==> config.mk <==
export PLATFORM = sky130hd
export DESIGN_NAME = bus_dest_strobe_gen
export DESIGN_NICKNAME = d
export VERILOG_FILES = /design/src/rtl/bus_dest_strobe_gen.sv
export SDC_FILE = /design/constraint.sdc
export NUM_CORES = 1
export LEC_CHECK = 0
export CAP_MARGIN = 20
export CORE_AREA = 2 2 39 41
export CTS_CLUSTER_DIAMETER = 40
export DETAILED_ROUTE_END_ITERATION = 16
export DIE_AREA = 0 0 41 43
export PLACE_DENSITY = 0.71
export SLEW_MARGIN = 20
export SYNTH_ARGS = -nofsm -noshare
export SYNTH_HDL_FRONTEND = slang
export SYNTH_SLANG_ARGS = --single-unit
==> constraint.sdc <==
create_clock -name i_clk -period 3.4 [get_ports i_clk]
set_clock_uncertainty 0.2 [all_clocks]
set_input_delay 1.02 -clock i_clk [delete_from_list [all_inputs] [get_ports i_clk]]
set_output_delay 1.02 -clock i_clk [all_outputs]
set_load 0.01 [all_outputs]
==> src/rtl/bus_dest_strobe_gen.sv <==
// Handshaked destination load-enable generator: drives a one-hot (or broadcast)
// enable vector for PULSE_CYC cycles per accepted request, then pulses done.
module bus_dest_strobe_gen #(
  parameter int unsigned SEL_W     = 3,
  parameter int unsigned N_DEST    = 8,
  parameter int unsigned PULSE_CYC = 1
) (
  input  logic              i_clk,
  input  logic              i_rst,
  input  logic              i_req_valid,
  output logic              o_req_ready,
  input  logic [SEL_W-1:0]  i_sel,
  input  logic              i_bcast,
  output logic [N_DEST-1:0] o_d,
  output logic              o_busy,
  output logic              o_done,
  output logic              o_err
);

  localparam int unsigned CNT_W = (PULSE_CYC > 1) ? $clog2(PULSE_CYC) : 1;
  localparam logic [CNT_W-1:0] CNT_LOAD = CNT_W'(PULSE_CYC - 1);

  typedef enum logic [0:0] {StIdle, StDrive} state_e;

  state_e            r_state;
  logic [CNT_W-1:0]  r_cnt;
  logic [N_DEST-1:0] r_d;
  logic              r_err;

  logic              w_accept;
  logic              w_sel_ok;
  logic              w_cnt_zero;
  logic [N_DEST-1:0] w_onehot;

  assign w_accept   = i_req_valid && o_req_ready;
  assign w_sel_ok   = 32'(i_sel) < N_DEST;
  assign w_cnt_zero = (r_cnt == '0);

  always_comb begin
    w_onehot = '0;
    for (int unsigned i = 0; i < N_DEST; i++) begin
      w_onehot[i] = (32'(i_sel) == i);
    end
  end

  always_ff @(posedge i_clk) begin
    if (i_rst) begin
      r_state <= StIdle;
      r_cnt   <= '0;
      r_d     <= '0;
      r_err   <= 1'b0;
    end else begin
      r_err <= 1'b0;
      case (r_state)
        StIdle: begin
          if (w_accept) begin
            if (i_bcast) begin
              r_d     <= '1;
              r_cnt   <= CNT_LOAD;
              r_state <= StDrive;
            end else if (w_sel_ok) begin
              r_d     <= w_onehot;
              r_cnt   <= CNT_LOAD;
              r_state <= StDrive;
            end else begin
              // Out-of-range select is dropped; flag it for one cycle.
              r_err <= 1'b1;
            end
          end
        end
        StDrive: begin
          if (!w_cnt_zero) begin
            r_cnt <= r_cnt - 1'b1;
          end else begin
            r_d     <= '0;
            r_state <= StIdle;
          end
        end
      endcase
    end
  end

  assign o_req_ready = (r_state == StIdle);
  assign o_busy      = (r_state == StDrive);
  assign o_done      = (r_state == StDrive) && w_cnt_zero;
  assign o_d         = r_d;
  assign o_err       = r_err;

endmodule

# ---- Yosys cells after proc, flatten, opt, wreduce, memory -nomap -nowiden
# Cells that the tools add are included.
dict set report totals {
  reg_bits 10
  inputBits 7
  output_inout_bits 12
}
dict set report classes {
  n_addsub 1
  eq_ne 9
  n_mux 10
  bitwise 2
  n_reduce_logical 4
}
# operator count
set op_table {}
lappend op_table {{8-bit 2-to-1 mux} 3}
lappend op_table {{8-bit case mux with 2 select lines} 1}
lappend op_table {{3-bit == test (second input constant)} 4}
lappend op_table {{3-bit by 2-bit == test with 1-bit output (second input constant)} 2}
lappend op_table {{1-bit 2-to-1 mux} 4}
lappend op_table {{1-bit case mux with 2 select lines} 2}
lappend op_table {{3-bit by 1-bit == test with 1-bit output (second input constant)} 1}
lappend op_table {{3-bit logical NOT} 1}
lappend op_table {{1-bit logical AND} 2}
lappend op_table {{2-bit by 1-bit inequality test with 1-bit output (second input constant)} 1}
lappend op_table {{2-bit inequality test (second input constant)} 1}
lappend op_table {{1-bit NOT} 2}
lappend op_table {{2-bit AND reduction} 1}
lappend op_table {{1-bit subtractor (second input constant)} 1}

# ---- Longest topological paths before layout
# Gate-level depths: netlist of the first run.
dict set report depth {
  ltp_word 4
  depth_mapped 4
}

# ---- Worst setup path before layout of the first run
# Ideal clock, no wire load.
dict set report synth_path {
  path_kind {in2reg}
  startpoint {in i_req_valid}
  endpoint {reg r_d[6], in the netlist o_d[6]}
  setup_ns 0.086
  arrival_time_ns 1.646
  t_required_ns 3.114
  setup_slack_ns 1.468
  path_stages 4
  n_path_buf 2
  path_cell_list {buf_2 nor2b_1 buf_2 a211oi_1}
}
dict set report synth_via {
  elab_chain_cells 3
}
# element line_no
set synth_rtl {}
lappend synth_rtl {{from (decl)} 10} ;# input logic i_req_valid,
lappend synth_rtl {{1-bit logical AND} 35} ;# assign w_accept = i_req_valid && o_req_ready;
lappend synth_rtl {{2-bit by 1-bit inequality test with 1-bit output (no source line)} -}
lappend synth_rtl {{2-bit AND reduction (no source line)} -}
lappend synth_rtl {{to (signal assigned)} 62} ;# r_d <= w_onehot;
lappend synth_rtl {{to (decl)} 27} ;# logic [N_DEST-1:0] r_d;
# Every way passes these cells.
# A chain may end at the register's enable or synchronous reset.

# ---- Final worst setup path of the first run
dict set report layout_path {
  startpoint {in i_req_valid}
  endpoint {reg r_d[7], in the netlist o_d[7]}
}
# Same word-level chain as after synthesis.

==> flow_summary_export.csv, run 1 <==
group,metric,value,unit
run_status,outcome,"complete, no violations",
timing,rsz0062_at_grt,"no",
global_route,grt_max_degree,11,
cts,clkSinkCount,9,
cts,clock_path_buffers,2,
routing,drtIter0Drc,7,
floorplan,start_util,0.291,
yosys,synth_cell_types,14,
cells_and_area,finish.utilization,0.426,
yosys,synth_area,403,um2
floorplan,rows,14,
routing,wl_per_cell,10.9,um
timing,setup_violations,0,
placement,dp_slack,0.621,ns
cts,htreeDepth,1,
timing,fin_tns_setup,0,ns
cts,cts_hold_buf,0,
routing,wl,829,um
floorplan,die_area,1760,um2
placement,port_buffers,17,
global_route,grt_overflow,0,
run,max_cap_violations,0,
floorplan,coreArea,1380,um2
worst_setup_path,start_kind,"input pin",
routing,dr.pass1.iters,4,
cts,clockRootBuffer,"clkbuf_4",
placement,dpl.hpwl,605,um
power,p_leak,0.215,nW
global_route,grt_pass1_vias,300,
global_route,antenna_found_initial,0,
cts,cts_buffers,3,
cells_and_area,layout-drive-gt1-share,0.117,
yosys,synth_seq_cells,9,
routing,ant_nets,0,
timing,final_hold_viol_count,0,
worst_setup_path,crit_path_end_kind,"register",
cts,clk_latency,0.25,ns
yosys,syn_avg_cell_area,9.16,um2
cells_and_area,synthToLayoutAreaGrowth,46.3,%
placement,gp_congestion,0.660,
yosys,yosysSeqAreaShare,0.447,
power,power_density,424,nW/um2
routing,drcViolationCount,0,
timing,hold_slack,0.298,ns
floorplan,fp.dieW,41,um
cells_and_area,num_antenna_cells,0,
floorplan,num_io_pins,19,
global_route,grt_pass1_wl,1.24,mm
timing,slew_viol_final,0,
yosys,ys_warn_count,0,
cts,cts_resized,0,
cts,cts_tree,"built",
cts,post-cts-setup-buffers,0,
worst_setup_path,crit_required,3.31,ns
worst_setup_path,critPathKind,"in2reg",
routing,vias,354,
routing,drt-vias-per-instance,4.66,
worst_setup_path,arrival,2.42,ns
timing,slew_headroom,0.580,
placement,placed_cell_area,563,um2
cells_and_area,final_area,589,um2
floorplan,die_y,43,um
cts,cts.reportedPaths.clkPinSlew,0.07,ns
power,peakVddDrop,125,uV
timing,fin_crit_sh,0.739,
timing,period_needed,2.51,ns
timing,worst_slack,0.888,ns
yosys,synth_nets,51,
cells_and_area,num-nets-final,68,
global_route,grt.total_usage,0.104,
worst_hold_path,hold_path_class,"reg2reg",
timing,tightest_slew,0.629,ns
worst_setup_path,cp_max_fo,10,
yosys,syn-instance-count,44,
timing,fmax,0.398,GHz
==> flip-flops by register name, indices dropped and copies added, names as in the netlist <==
register and cells:
o_d 8, o_busy 1
==> cell usage after synthesis (all sizes together) <==
library cell / count / area, um2
nor2b: 1 / 6.26
nor2: 9 / 33.8
dfxtp: 9 / 180
or3b: 3 / 26.3
inv: 2 / 7.51
or3: 1 / 6.26
nand3b: 3 / 22.5
conb: 1 / 3.75
or2: 1 / 6.26
a211oi: 8 / 75.1
buf: 5 / 30.0
nand3: 1 / 5.00
==> cell type report <==
cell class                      count  area, um2
Fill cell                         139        795
Multi-Input combinational cell     28        185
Sequential cell                     9        180
Timing Repair Buffer               17        170
Clock buffer                        4       26.3
Tap cell                           16       20.0
Inverter                            2       7.51
==> per-stage QoR <==
stage	power, mW	std cells
after floorplan	0.143	44
after global placement	0.169	72
after detailed placement	0.169	72
after CTS	0.253	76
after global routing	0.262	76
final	0.250	76
==> cell usage in the layout (no fill, tap or decap) <==
cell type,count
clkbuf_1,1
a211oi_1,5
a211oi_2,3
clkbuf_4,3
nand3b_1,3
nand3_1,1
or3_1,1
or3b_1,3
conb_1,1
clkdlybuf4s50_1,17
nor2_1,9
inv_1,2
or2_2,1
nor2b_1,1
dfxtp_1,9
==> where the power goes <==
group          total, mW  switching, mW  internal (mW)  leakage (nW)
clock             0.0832         0.0380         0.0452        0.0150
sequential         0.117        0.00371          0.113        0.0745
combinational     0.0498         0.0219         0.0280         0.126
==> path summary, 6_finish.rpt <==
| path | depth (start not counted) | to | slack [ns] | startpoint |
|---|---|---|---|---|
| setup reg to reg | 2 | o_d[6] | 2.16 | o_busy |
| hold reg to reg | 2 | o_d[6] | 0.30 | o_d[6] |
| setup / recovery | 3 | o_d[7] | 0.89 | i_req_valid |
| hold / removal | 2 | o_d[6] | 0.30 | o_d[6] |
==> cell families (layout without fill, tap and decap cells) <==
| family | after synthesis | count (layout) | share of synthesized area |
|---|---|---|---|
| and+or+nand+nor | 19 | 19 | 0.264 |
| DFF | 9 | 9 | 0.447 |
| AOI/OAI and AO/OA | 8 | 8 | 0.186 |
| buffers and inverters | 7 | 23 | 0.0932 |
| other | 1 | 1 | 0.00931 |
==> per-layer routing <==
metal  routed length [um]  global-route usage  vias to the layer above
met5                    0                   0                        -
met4                    9              0.0600                        0
met3                   90              0.0524                        2
met2                  372               0.153                       16
met1                  357               0.116                      156
li1                     -                   -                      180
==> worst max-delay path: stages <==
cell and delay [ns]:
clkdlybuf4s50_1 0.66, nor2b_1 0.58, a211oi_1 0.17
Note: power is estimated with default switching activity, not from simulation.
==> inputs of run 2 (changes only) <==
==> constraint.sdc (replaced) <==
create_clock -name i_clk -period 2.6 [get_ports i_clk]
set_clock_uncertainty 0.2 [all_clocks]
set_input_delay 0.78 -clock i_clk [delete_from_list [all_inputs] [get_ports i_clk]]
set_output_delay 0.78 -clock i_clk [all_outputs]
set_load 0.01 [all_outputs]
==> flow_summary_export.csv, run 2 (synthesis gave the netlist of run 1 again) <==
group,metric,value,unit
run_status,outcome,"complete, no violations",
timing,fmax,0.468,GHz
power,peakVddDrop,177,uV
floorplan,fp.dieW,41,um
placement,port_buffers,17,
worst_setup_path,path_buf_inv,1,
floorplan,num_io_pins,19,
floorplan,die_area,1760,um2
timing,rsz0062_at_grt,"no",
routing,drcViolationCount,0,
global_route,grt_overflow,0,
worst_setup_path,start_kind,"register",
global_route,grt_max_degree,10,
global_route,grt.total_usage,0.117,
placement,gp_congestion,0.642,
routing,vias,359,
worst_hold_path,hold_path_class,"reg2reg",
global_route,grt_pass1_vias,328,
worst_setup_path,cp_max_fo,4,
timing,hold_slack,0.297,ns
worst_setup_path,crit_path_end_kind,"output pin",
placement,placed_cell_area,578,um2
routing,drt-vias-per-instance,4.60,
timing,slew_viol_final,0,
cts,clockRootBuffer,"clkbuf_4",
worst_setup_path,cp_top_family,"buffers and inverters",
cts,htreeDepth,1,
timing,final_hold_viol_count,0,
cts,cts_tree,"built",
cells_and_area,finish.utilization,0.437,
cts,cts_buffers,3,
cells_and_area,num_antenna_cells,0,
worst_setup_path,arrival,1.16,ns
cells_and_area,largest_reg_flops,8,
cells_and_area,layout-drive-gt1-share,0.145,
global_route,grt_pass1_wl,1.37,mm
timing,fin_crit_sh,0.821,
global_route,antenna_found_initial,0,
routing,drtIter0Drc,2,
routing,dr.pass1.iters,4,
worst_setup_path,cpPeakStageDelay,0.55,ns
cts,post-cts-setup-buffers,0,
power,power_density,540,nW/um2
floorplan,coreArea,1380,um2
timing,setup_violations,0,
timing,fin_tns_setup,0,ns
floorplan,rows,14,
placement,dpl.hpwl,636,um
cells_and_area,num-nets-final,70,
routing,ant_nets,0,
power,p_leak,0.225,nW
routing,wl,884,um
cts,cts.reportedPaths.clkPinSlew,0.06,ns
worst_setup_path,critPathSlowestCell,"clkdlybuf4s50_1",
cells_and_area,final_common_cell,"clkdlybuf4s50_1",
cts,clkSinkCount,9,
cells_and_area,final_area,604,um2
worst_setup_path,critPathKind,"reg2out",
cells_and_area,synthToLayoutAreaGrowth,50.0,%
cells_and_area,mostFrequentLayoutCells,"clkdlybuf4s50_1 (17), nor2_1 (9), dfxtp_1 (9), a211oi_1 (5)",
worst_setup_path,crit_chain,"clkdlybuf4s50_1",
cts,cts_resized,0,
run,max_cap_violations,0,
cts,cts_hold_buf,0,
cts,clk_latency,0.25,ns
cts,clock_path_buffers,2,
routing,wl_per_cell,11.3,um
floorplan,die_y,43,um
worst_setup_path,crit_required,1.62,ns
floorplan,start_util,0.291,
timing,period_needed,2.14,ns
-- run 2: per-layer routing --
| metal | global-route usage | wire (um) | vias to the layer above |
|---|---|---|---|
| met4 | 0.0800 | 0 | 0 |
| met2 | 0.188 | 447 | 16 |
| met1 | 0.119 | 353 | 158 |
| met3 | 0.0366 | 82 | 0 |
| met5 | 0 | 0 | - |
| li1 | - | - | 185 |
-- run 2: cell type report --
| class | instances | area (um2) |
|---|---|---|
| fill | 156 | 779 |
| clock buffer | 4 | 26.3 |
| timing repair buffer | 19 | 185 |
| multi-input combinational | 28 | 185 |
| tap | 16 | 20.0 |
| sequential | 9 | 180 |
| inverter | 2 | 7.51 |
-- run 2: report_power, final --
part	total (mW)	switching [mW]	internal (mW)
combinational	0.0680	0.0295	0.0386
clock	0.106	0.0469	0.0590
sequential	0.153	0.00487	0.148
total	0.327	0.0813	0.245
-- run 2: worst paths after layout --
kind,from,endpoint,cells past startpoint,slack (ns)
worst min register to register,o_d[6],o_d[6],2,0.30
worst max register to register,o_busy,o_d[6],2,1.38
worst max-delay path,o_busy,o_busy,1,0.46
worst min-delay path,o_d[6],o_d[6],2,0.30
-- run 2: through the flow --
stage	worst slack [ns]	power, mW	std cells
after floorplan	0.908	0.188	44
after detailed placement	0.329	0.224	74
after global routing	0.386	0.349	78
after global placement	0.368	0.223	74
after CTS	0.448	0.333	78
final	0.465	0.327	78
==> inputs of run 3 (changes only) <==
--- a/config.mk
+++ b/config.mk
@@ -10,7 +10,7 @@
 export CTS_CLUSTER_DIAMETER = 40
 export DETAILED_ROUTE_END_ITERATION = 16
 export DIE_AREA = 0 0 41 43
-export PLACE_DENSITY = 0.71
+export PLACE_DENSITY = 0.74
 export SLEW_MARGIN = 20
 export SYNTH_ARGS = -nofsm -noshare
 export SYNTH_HDL_FRONTEND = slang
==> constraint.sdc (replaced) <==
create_clock -name i_clk -period 1.9 [get_ports i_clk]
set_clock_uncertainty 0.2 [all_clocks]
set_input_delay 0.57 -clock i_clk [delete_from_list [all_inputs] [get_ports i_clk]]
set_output_delay 0.57 -clock i_clk [all_outputs]
set_load 0.01 [all_outputs]
==> flow_summary_export.csv, run 3 (synthesis gave the netlist of run 1 again) <==
group,metric,value,unit
worst_setup_path,crit_path_end_kind,"register",
worst_setup_path,crit_chain,"clkdlybuf4s50_1 > or3b_1 > a211oi_2",
timing,fin_tns_setup,0,ns
cts,cts_tree,"built",
power,power.total,0.444,mW
cells_and_area,num-nets-final,74,
placement,gp_congestion,0.743,
timing,fin_crit_sh,0.902,
cts,cts_resized,3,
power,clock_power_share,0.324,
cells_and_area,layout-drive-gt1-share,0.197,
worst_setup_path,path_buf_inv,1,
timing,fmax,0.583,GHz
floorplan,coreArea,1380,um2
worst_hold_path,hold_path_class,"reg2reg",
cells_and_area,num_antenna_cells,0,
power,p_comb_frac,0.208,
power,peakVddDrop,443,uV
power,seqPwrFrac,0.468,
power,p_leak,0.372,nW
placement,dp_slack,-0.0940,ns
cts,cts_buffers,3,
cts,clock_path_buffers,2,
routing,wl,796,um
worst_setup_path,cp_top_family,"buffers and inverters",
global_route,grt_max_degree,10,
cells_and_area,synthToLayoutAreaGrowth,61.5,%
routing,vias,371,
cts,clk_latency,0.25,ns
power,switching_share,0.246,
cts,htreeDepth,1,
global_route,grt_overflow,0,
power,p_int,0.335,mW
timing,slew_viol_final,0,
run,max_cap_violations,0,
routing,dr.pass1.iters,4,
timing,hold_slack,0.289,ns
global_route,grt_pass1_vias,309,
worst_setup_path,crit_required,1.88,ns
cts,clockRootBuffer,"clkbuf_4",
cts,clkSinkCount,9,
timing,worst_slack,0.186,ns
floorplan,die_y,43,um
power,power_density,683,nW/um2
routing,drt-vias-per-instance,4.52,
worst_setup_path,cp_max_fo,6,
timing,period_needed,1.71,ns
floorplan,fp.dieW,41,um
worst_setup_path,start_kind,"input pin",
routing,ant_nets,0,
cts,cts.reportedPaths.clkPinSlew,0.06,ns
timing,setup_violations,0,
power,power_switching,0.109,mW
routing,drcViolationCount,0,
floorplan,rows,14,
global_route,antenna_found_initial,0,
global_route,grt_pass1_wl,1.24,mm
worst_setup_path,cpPeakStageDelay,0.53,ns
cells_and_area,largest_reg_flops,8,
floorplan,num_io_pins,19,
routing,wl_per_cell,9.71,um
cells_and_area,mostFrequentLayoutCells,"nor2_1 (9), dfxtp_1 (9), dlymetal6s2s_1 (8), clkdlybuf4s50_1 (6), buf_4 (6)",
routing,drtIter0Drc,7,
worst_setup_path,critPathKind,"in2reg",
run_status,outcome,"complete, no violations",
global_route,grt.total_usage,0.105,
worst_setup_path,critPathSlowestCell,"clkdlybuf4s50_1",
worst_setup_path,arrival,1.69,ns
placement,port_buffers,17,
cts,cts_hold_buf,0,
floorplan,die_area,1760,um2
timing,rsz0062_at_grt,"no",
floorplan,start_util,0.291,
placement,dpl.hpwl,608,um
timing,final_hold_viol_count,0,
cts,post-cts-setup-buffers,0,
## run 3: cell types whose count changed in the layout (fill, tap and decap cells not counted)
cell	delta
buf_4	+4
dlymetal6s2s_1	+8
clkdlybuf4s50_1	-11
dlygate4sd2_1	+3
## run 3: final timing paths
check | startpoint | to | slack [ns] | cells after the start
worst max register to register | o_busy | o_d[6] | 0.68 | 2
worst min-delay path | o_d[6] | o_d[6] | 0.29 | 2
worst max-delay path | i_sel[0] | o_d[1] | 0.19 | 3
worst min register to register | o_d[6] | o_d[6] | 0.29 | 2
## run 3: final cells by class
class | instances | area [um2]
multi-input combinational | 28 | 185
sequential | 9 | 180
tap | 16 | 20.0
fill | 138 | 733
clock buffer | 4 | 26.3
timing repair buffer | 23 | 231
inverter | 2 | 7.51
## run 3: tightest hold or removal path: cells and delay by family, from the launching register on
family          cells  cell delay [ns]
compound gates      1             0.04
flops               1             0.31
simple gates        1             0.09
## run 3: metal layers
| layer | routed length (um) | share of wire | GRT usage |
|---|---|---|---|
| met1 | 367 | 0.46 | 0.131 |
| met2 | 347 | 0.44 | 0.144 |
| met3 | 72 | 0.090 | 0.0314 |
| met4 | 8 | 0.010 | 0.0800 |
| met5 | 0 | 0 | 0 |
## run 3: stage by stage
step                      instances  area, um2  utilization
after floorplan                  44        403            -
after global placement           78        608        0.439
after detailed placement         78        608        0.439
after global routing             82        651        0.470
final                            82        651        0.470
after CTS                        82        631        0.456
## run 3: power by group through the flow
stage	clock (mW)	sequential, mW	combinational [mW]
after floorplan	0	0.219	0.0374
after CTS	0.148	0.209	0.0967
after detailed placement	0	0.213	0.0987
final	0.144	0.208	0.0924
after global placement	0	0.213	0.0978
after global routing	0.158	0.210	0.101
